### config.mk
export PLATFORM = sky130hd
export DESIGN_NAME = cfu_lane_engine_flat
export DESIGN_NICKNAME = d
export VERILOG_FILES = /design/src/rtl/cfu_pkg.sv /design/src/rtl/cfu_lane_engine_if.sv /design/src/rtl/cfu_lane_mac.sv /design/src/rtl/cfu_lane_engine.sv /design/src/flat_wrapper.sv
export SDC_FILE = /design/constraint.sdc
export NUM_CORES = 1
export LEC_CHECK = 0
export CAP_MARGIN = 20
export CORE_ASPECT_RATIO = 1.2
export CORE_MARGIN = 2
export CORE_UTILIZATION = 45
export DETAILED_ROUTE_END_ITERATION = 10
export PLACE_DENSITY_LB_ADDON = 0.25
export SKIP_LAST_GASP = 1
export SLEW_MARGIN = 40
export SYNTH_ARGS = -nofsm -noshare
export SYNTH_HDL_FRONTEND = slang
export SYNTH_SLANG_ARGS = --single-unit
export TNS_END_PERCENT = 1
### constraint.sdc
create_clock -name clk -period 9 [get_ports clk]
set_input_delay 2.25 -clock clk [delete_from_list [all_inputs] [get_ports clk]]
set_output_delay 2.25 -clock clk [all_outputs]
set_load 0.1 [all_outputs]
### src/rtl/cfu_pkg.sv
// Shared definitions for the CFU lane engine: op encodings, FSM states and the
// lane-count derivation used by the engine and by anything that drives it.
package cfu_pkg;

   typedef enum logic [2:0] {
      OP_SUM   = 3'd0,
      OP_LSWAP = 3'd1,
      OP_BREV  = 3'd2,
      OP_DOT   = 3'd3,
      OP_MAC   = 3'd4,
      OP_ACCRD = 3'd5,
      OP_RSV6  = 3'd6,
      OP_RSV7  = 3'd7
   } op_e;

   typedef enum logic [1:0] {
      IDLE = 2'd0,
      BUSY = 2'd1,
      RESP = 2'd2
   } state_e;

   function automatic int n_lanes(input int lane_w);
      return 32 / lane_w;
   endfunction

endpackage

### src/rtl/cfu_lane_engine_if.sv
// Command/response handshake bundle of the CFU lane engine; the engine is the
// slave, the CPU side (or a testbench) is the master.
interface cfu_lane_engine_if;

   logic        cmd_valid;
   logic        cmd_ready;
   logic [9:0]  cmd_payload_function_id;
   logic [31:0] cmd_payload_inputs_0;
   logic [31:0] cmd_payload_inputs_1;
   logic        rsp_valid;
   logic        rsp_ready;
   logic [31:0] rsp_payload_outputs_0;

   modport master (
      output cmd_valid, cmd_payload_function_id, cmd_payload_inputs_0,
             cmd_payload_inputs_1, rsp_ready,
      input  cmd_ready, rsp_valid, rsp_payload_outputs_0
   );

   modport slave (
      input  cmd_valid, cmd_payload_function_id, cmd_payload_inputs_0,
             cmd_payload_inputs_1, rsp_ready,
      output cmd_ready, rsp_valid, rsp_payload_outputs_0
   );

endinterface

### src/rtl/cfu_lane_mac.sv
// One lane step of the dot product: signed LANE_W x LANE_W multiply, product
// sign-extended to 32 bits and added to the running sum (wrap-around).
module cfu_lane_mac #(
   parameter int LANE_W = 8
) (
   input  logic [LANE_W-1:0] a_lane,
   input  logic [LANE_W-1:0] b_lane,
   input  logic [31:0]       acc_in,
   output logic [31:0]       acc_out
);

   logic signed [2*LANE_W-1:0] prod_w;

   assign prod_w  = $signed(a_lane) * $signed(b_lane);
   assign acc_out = acc_in + 32'(prod_w);

endmodule

### src/rtl/cfu_lane_engine.sv
// CFU lane engine: SIMD lane ops on two 32-bit operands; DOT/MAC iterate one lane
// per clock. Define CFU_ACCUM_EN to build the MAC accumulator (ops 4 and 5).
module cfu_lane_engine
   import cfu_pkg::*;
#(
   parameter int LANE_W = 8
) (
   input  logic               clk,
   input  logic               reset,
   cfu_lane_engine_if.slave   bus
);

   localparam int N_LANES = n_lanes(LANE_W);
   localparam int IDX_W   = (N_LANES > 1) ? $clog2(N_LANES) : 1;
   localparam logic [IDX_W-1:0] LAST_IDX = IDX_W'(N_LANES - 1);

   state_e            state_reg, state_next;
   logic [31:0]       a_reg, a_next;
   logic [31:0]       b_reg, b_next;
   logic [31:0]       dot_reg, dot_next;
   logic [31:0]       rsp_data_reg, rsp_data_next;
   logic              rsp_valid_reg, rsp_valid_next;
   logic [IDX_W-1:0]  idx_reg, idx_next;

   logic              cmd_ready_w;
   logic              accept_w;
   op_e               cmd_op_w;
   logic [31:0]       sum_w, lswap_w, brev_w, single_w, mac_out_w;
   logic [LANE_W-1:0] lane_a_w [N_LANES];
   logic [LANE_W-1:0] lane_b_w [N_LANES];
   logic [LANE_W-1:0] sel_a_w, sel_b_w;
   logic              unused_fid_bits;

   assign cmd_op_w        = op_e'(bus.cmd_payload_function_id[2:0]);
   assign unused_fid_bits = ^bus.cmd_payload_function_id[9:3];

   // Single-cycle results are computed straight from the command bus.
   genvar gi;
   generate
      for (gi = 0; gi < N_LANES; gi++) begin : g_lane
         assign lane_a_w[gi] = bus.cmd_payload_inputs_0[gi*LANE_W +: LANE_W];
         assign lane_b_w[gi] = bus.cmd_payload_inputs_1[gi*LANE_W +: LANE_W];
         assign lswap_w[gi*LANE_W +: LANE_W] =
            bus.cmd_payload_inputs_0[(N_LANES-1-gi)*LANE_W +: LANE_W];
      end
      for (gi = 0; gi < 32; gi++) begin : g_brev
         assign brev_w[gi] = bus.cmd_payload_inputs_0[31-gi];
      end
   endgenerate

   always_comb begin
      sum_w = '0;
      for (int i = 0; i < N_LANES; i++) begin
         sum_w = sum_w + 32'(lane_a_w[i]) + 32'(lane_b_w[i]);
      end
   end

`ifdef CFU_ACCUM_EN
   logic [31:0] acc_reg, acc_next;
   logic        mac_reg, mac_next;

   always_ff @(posedge clk or posedge reset) begin
      if (reset) begin
         acc_reg <= '0;
         mac_reg <= 1'b0;
      end else begin
         acc_reg <= acc_next;
         mac_reg <= mac_next;
      end
   end
`endif

   always_comb begin
      single_w = '0;
      case (cmd_op_w)
         OP_SUM:   single_w = sum_w;
         OP_LSWAP: single_w = lswap_w;
         OP_BREV:  single_w = brev_w;
`ifdef CFU_ACCUM_EN
         OP_ACCRD: single_w = acc_reg;
`endif
         default:  single_w = '0;
      endcase
   end

   assign sel_a_w = a_reg[int'(idx_reg)*LANE_W +: LANE_W];
   assign sel_b_w = b_reg[int'(idx_reg)*LANE_W +: LANE_W];

   cfu_lane_mac #(
      .LANE_W (LANE_W)
   ) u_lane_mac (
      .a_lane  (sel_a_w),
      .b_lane  (sel_b_w),
      .acc_in  (dot_reg),
      .acc_out (mac_out_w)
   );

   always_ff @(posedge clk or posedge reset) begin
      if (reset) begin
         state_reg     <= IDLE;
         a_reg         <= '0;
         b_reg         <= '0;
         dot_reg       <= '0;
         rsp_data_reg  <= '0;
         rsp_valid_reg <= 1'b0;
         idx_reg       <= '0;
      end else begin
         state_reg     <= state_next;
         a_reg         <= a_next;
         b_reg         <= b_next;
         dot_reg       <= dot_next;
         rsp_data_reg  <= rsp_data_next;
         rsp_valid_reg <= rsp_valid_next;
         idx_reg       <= idx_next;
      end
   end

   always_comb begin
      state_next     = state_reg;
      a_next         = a_reg;
      b_next         = b_reg;
      dot_next       = dot_reg;
      rsp_data_next  = rsp_data_reg;
      rsp_valid_next = rsp_valid_reg;
      idx_next       = idx_reg;
      cmd_ready_w    = 1'b0;
`ifdef CFU_ACCUM_EN
      acc_next       = acc_reg;
      mac_next       = mac_reg;
`endif

      case (state_reg)
         IDLE: cmd_ready_w = 1'b1;
         BUSY: begin
            dot_next = mac_out_w;
            idx_next = idx_reg + 1'b1;
            if (idx_reg == LAST_IDX) begin
               state_next     = RESP;
               rsp_valid_next = 1'b1;
               idx_next       = '0;
               rsp_data_next  = mac_out_w;
`ifdef CFU_ACCUM_EN
               // The accumulator moves only here, on the edge into RESP.
               if (mac_reg) begin
                  acc_next      = acc_reg + mac_out_w;
                  rsp_data_next = acc_reg + mac_out_w;
               end
`endif
            end
         end
         RESP: begin
            if (bus.rsp_ready) begin
               cmd_ready_w    = 1'b1;
               state_next     = IDLE;
               rsp_valid_next = 1'b0;
            end
         end
         default: state_next = IDLE;
      endcase

      // A new command overrides the RESP->IDLE return, giving back-to-back issue.
      accept_w = bus.cmd_valid && cmd_ready_w;
      if (accept_w) begin
         if (cmd_op_w == OP_DOT || cmd_op_w == OP_MAC) begin
            state_next     = BUSY;
            rsp_valid_next = 1'b0;
            a_next         = bus.cmd_payload_inputs_0;
            b_next         = bus.cmd_payload_inputs_1;
            dot_next       = '0;
            idx_next       = '0;
`ifdef CFU_ACCUM_EN
            mac_next       = (cmd_op_w == OP_MAC);
`endif
         end else begin
            state_next     = RESP;
            rsp_valid_next = 1'b1;
            rsp_data_next  = single_w;
`ifdef CFU_ACCUM_EN
            if (cmd_op_w == OP_ACCRD) begin
               acc_next = '0;
            end
`endif
         end
      end
   end

   assign bus.cmd_ready             = cmd_ready_w;
   assign bus.rsp_valid             = rsp_valid_reg;
   assign bus.rsp_payload_outputs_0 = rsp_data_reg;

endmodule

### src/flat_wrapper.sv
// flat-port wrapper written by rule: the top's interface ports become plain ports
module cfu_lane_engine_flat import cfu_pkg::*;
#(
   parameter int LANE_W = 8
)
  (clk, reset, bus_cmd_valid, bus_cmd_payload_function_id, bus_cmd_payload_inputs_0, bus_cmd_payload_inputs_1, bus_rsp_ready, bus_cmd_ready, bus_rsp_valid, bus_rsp_payload_outputs_0);
  cfu_lane_engine_if bus_i ();
  input  logic clk;
  input  logic reset;
  input wire logic [$bits(bus_i.cmd_valid)-1:0] bus_cmd_valid;
  input wire logic [$bits(bus_i.cmd_payload_function_id)-1:0] bus_cmd_payload_function_id;
  input wire logic [$bits(bus_i.cmd_payload_inputs_0)-1:0] bus_cmd_payload_inputs_0;
  input wire logic [$bits(bus_i.cmd_payload_inputs_1)-1:0] bus_cmd_payload_inputs_1;
  input wire logic [$bits(bus_i.rsp_ready)-1:0] bus_rsp_ready;
  output wire logic [$bits(bus_i.cmd_ready)-1:0] bus_cmd_ready;
  output wire logic [$bits(bus_i.rsp_valid)-1:0] bus_rsp_valid;
  output wire logic [$bits(bus_i.rsp_payload_outputs_0)-1:0] bus_rsp_payload_outputs_0;
  assign bus_i.cmd_valid = bus_cmd_valid;
  assign bus_i.cmd_payload_function_id = bus_cmd_payload_function_id;
  assign bus_i.cmd_payload_inputs_0 = bus_cmd_payload_inputs_0;
  assign bus_i.cmd_payload_inputs_1 = bus_cmd_payload_inputs_1;
  assign bus_i.rsp_ready = bus_rsp_ready;
  assign bus_cmd_ready = bus_i.cmd_ready;
  assign bus_rsp_valid = bus_i.rsp_valid;
  assign bus_rsp_payload_outputs_0 = bus_i.rsp_payload_outputs_0;
  cfu_lane_engine #(.LANE_W(LANE_W)) u_core (.clk(clk), .reset(reset), .bus(bus_i));
endmodule
==> impl_results.md <==
- Synth Area in Adders: 0.255
- RSZ-0062 raised after global routing: false
- Post-CTS resize count: 0
- Met2 global-route usage: 0.409
- Outcome: finished clean
- Critical Path Slowest Stage Cell: dfrtp_1
- Maximum level of the CTS H-tree: 4
- Drt drc: 0
- Synth unique cells: roughly 60
- Clock skew: 0.00949 ns
- Crit. End Element: flop
- FF+latch count, synth: 133
- Fin crit share: 0.928
- Avg Inst Size Synth: roughly 9.2 um^2
- Crit path top cell by count: fa_1
- Routed len/inst: roughly 19 um
- GR Layer Usage met3: 0.0386
- Relative slew slack: 0.450
- Crit path required time: 9.35 ns
- DIE AREA: between 20000 and 30000 um^2
- Commonest non-fill, non-tap cells in the layout: nand2_1, inv_1, dfrtp_1
- Post-Syn Area: between 10000 and 15000 um^2
- Final setup fails: 0
- Core box area: around 26000 um^2
- Vias in the first global route: around 9500
- Fraction of the mapped netlist area in simple logic gates: 0.145
- Number of DRC markers in iteration 0: approximately 670
- Final Hold Fails: 0
- Commonest non-fill, non-tap cell in the layout: nand2_1
- Largest family of logic cells by synthesized area: adder cells
- FMAX: 0.120 GHz
- Setup TNS Final: 0 ns
- Port bufs: 104
- Post-synth EDFFs: 0
- Final instance area: 13600 um^2
- Crit path launch type: flop
- Ys Warns: 0
- Synthesis-to-layout area growth: 15.6%
- Met1 Resource Use GR: 0.323
- Routed Antenna Nets: 0
- Kind of critical path: reg -> reg
- N_diodes: 0
- Dpl cell area: 13000 um^2
- CTS Hold Bufs: 0
- Top FF cell, synth: dfrtp_1
- Final WL: 31600 um
- Post-DP HPWL: 24500 um
- CTS Root Cell: clkbuf_16
- Net count, final: 1621
- Initial core utilization: 0.459
- Clk sinks: 133
- GRT Util Overall: 0.246
- Pre-antenna DRT Iters: 7
- Worst-Margin Slew: 0.825 ns
- Std-Cell Rows: between 60 and 70
- Post-synthesis sequential area ratio: 0.284
- Vias: 9339
- Max-Cap Viols: 0
- Cells after synthesis: 1269
- Worst path arrival time: 8.70 ns
- Chip Width: 151 um
- Vias per Instance: 5.48
- Share of cells above drive strength 1: 0.0895
- Ports: 112
- Asr flop ratio synth: 1.00
- Worst path max stage delay: 0.66 ns
- Num CTS Buffers: 17
- Initial antenna violation count: 0
- Syn_nets: 1529
- HP Class: reg -> reg
- Layer with the highest usage: met2
- Setup bufs post-CTS: 0
- Compound-Gate Fraction of Synth Area: 0.136
- Clk slew on worst S/H paths: approximately 0.06 ns
- Die Y: 181 um
- First-pass GRT wire length: 51400 um
- Largest net degree at the start of global routing: 87
- Routability congestion estimate: ~0.9
- Mux share of post-synthesis cell area: 0.0741
- Crit-path max FO: 12
- XOR/XNOR share of the synthesized area: 0.0409
- Core Util, Final: 0.531
- Final min period: 8.35 ns
- Clock tree from TritonCTS: built
- Max clock buf depth: 2
- Clock Latency Late Sink: 0.44 ns
- Fin. max-slew vios: 0
- Remaining Overflow, GRT: 0
==> Yosys cell counts, types with 2 or more instances <==
library cell	n	area (um^2)
or3_1	3	18.8
o21bai_1	7	52.6
clkbuf_1	40	150
xor2_1	13	114
a21oi_2	4	35.0
buf_1	3	11.3
o21ai_0	54	270
dfrtp_1	133	3330
nor3b_1	2	15.0
o21ai_2	2	17.5
a21boi_0	5	37.5
ha_1	87	1090
nor3_2	2	20.0
a31oi_1	8	50.1
o211ai_1	5	37.5
fa_1	95	1900
o31ai_1	2	15.0
or2_2	3	18.8
xnor2_1	40	350
o21ai_1	5	25.0
a21o_1	18	135
nand2_1	188	706
inv_1	161	604
o21a_1	7	52.6
mux4_2	15	338
mux2i_1	52	521
nor2b_1	9	56.3
a21oi_1	53	265
and2_1	45	282
nand2b_1	10	62.6
nand3_1	12	60.1
nor3_1	14	70.1
a211oi_1	8	60.1
o22ai_1	28	175
a222oi_1	4	40.0
nor2_1	88	330
a22oi_1	20	150
==> path summary, 6_finish.rpt <==
check                                                to                          from  depth (start not counted)  slack (ns)
max                        u_core.dot_reg[31]$_DFF_PP0_   u_core.idx_reg[0]$_DFF_PP0_                         29        0.65
min                        u_core.a_reg[20]$_DFFE_PP0P_  u_core.a_reg[20]$_DFFE_PP0P_                          2        0.47
max reg2reg                u_core.dot_reg[31]$_DFF_PP0_   u_core.idx_reg[0]$_DFF_PP0_                         29        0.65
min reg2reg                u_core.a_reg[20]$_DFFE_PP0P_  u_core.a_reg[20]$_DFFE_PP0P_                          2        0.47
max in group asynchronous  u_core.dot_reg[14]$_DFF_PP0_                         reset                          3        5.66
min in group asynchronous   u_core.b_reg[0]$_DFFE_PP0P_                         reset                          2        2.26
==> metrics by stage <==
| step | hold slack (ns) | setup slack (ns) | instances |
|---|---|---|---|
| after detailed placement | 0.459 | 0.685 | 1672 |
| final | 0.472 | 0.649 | 1704 |
| after global placement | 0.455 | 0.761 | 1672 |
| after CTS | 0.474 | 0.615 | 1704 |
| after global routing | 0.486 | 0.134 | 1704 |
| after floorplan | 0.440 | 1.08 | 1269 |
==> cells by family after synthesis <==
| family | after synthesis |
|---|---|
| and+or+nand+nor | 384 |
| AOI/OAI and AO/OA | 243 |
| buffers and inverters | 205 |
| adders and majority gates | 182 |
| DFF | 133 |
| muxes | 68 |
| xor gates and xnor gates | 54 |
==> cell type report <==
class,count,area [um^2]
clock buffer,18,439
clock inverter,14,128
multi-input combinational,931,7660
sequential,133,3330
timing repair buffer,117,985
fill,2297,12000
tap,330,413
inverter,161,609
==> routing by layer <==
| layer | share of wire | wire length [um] |
|---|---|---|
| met1 | 0.43 | 13500 |
| met2 | 0.50 | 15700 |
| met3 | 0.041 | 1310 |
| met4 | 0.032 | 1000 |
| met5 | 0 | 0 |
==> worst max-delay path: cells and delay by family, from the launching register on <==
family / cells / cell delay, ns
fa+ha+maj: 6 / 2.83
compound gates: 10 / 1.91
simple gates: 6 / 1.20
flops: 1 / 0.66
xor+xnor: 2 / 0.65
mux: 1 / 0.61
buf+inv: 4 / 0.39
Power is left out: the tool's default activity adds up to more than one toggle a clock period on the data nets, which glitch-free logic cannot reach.
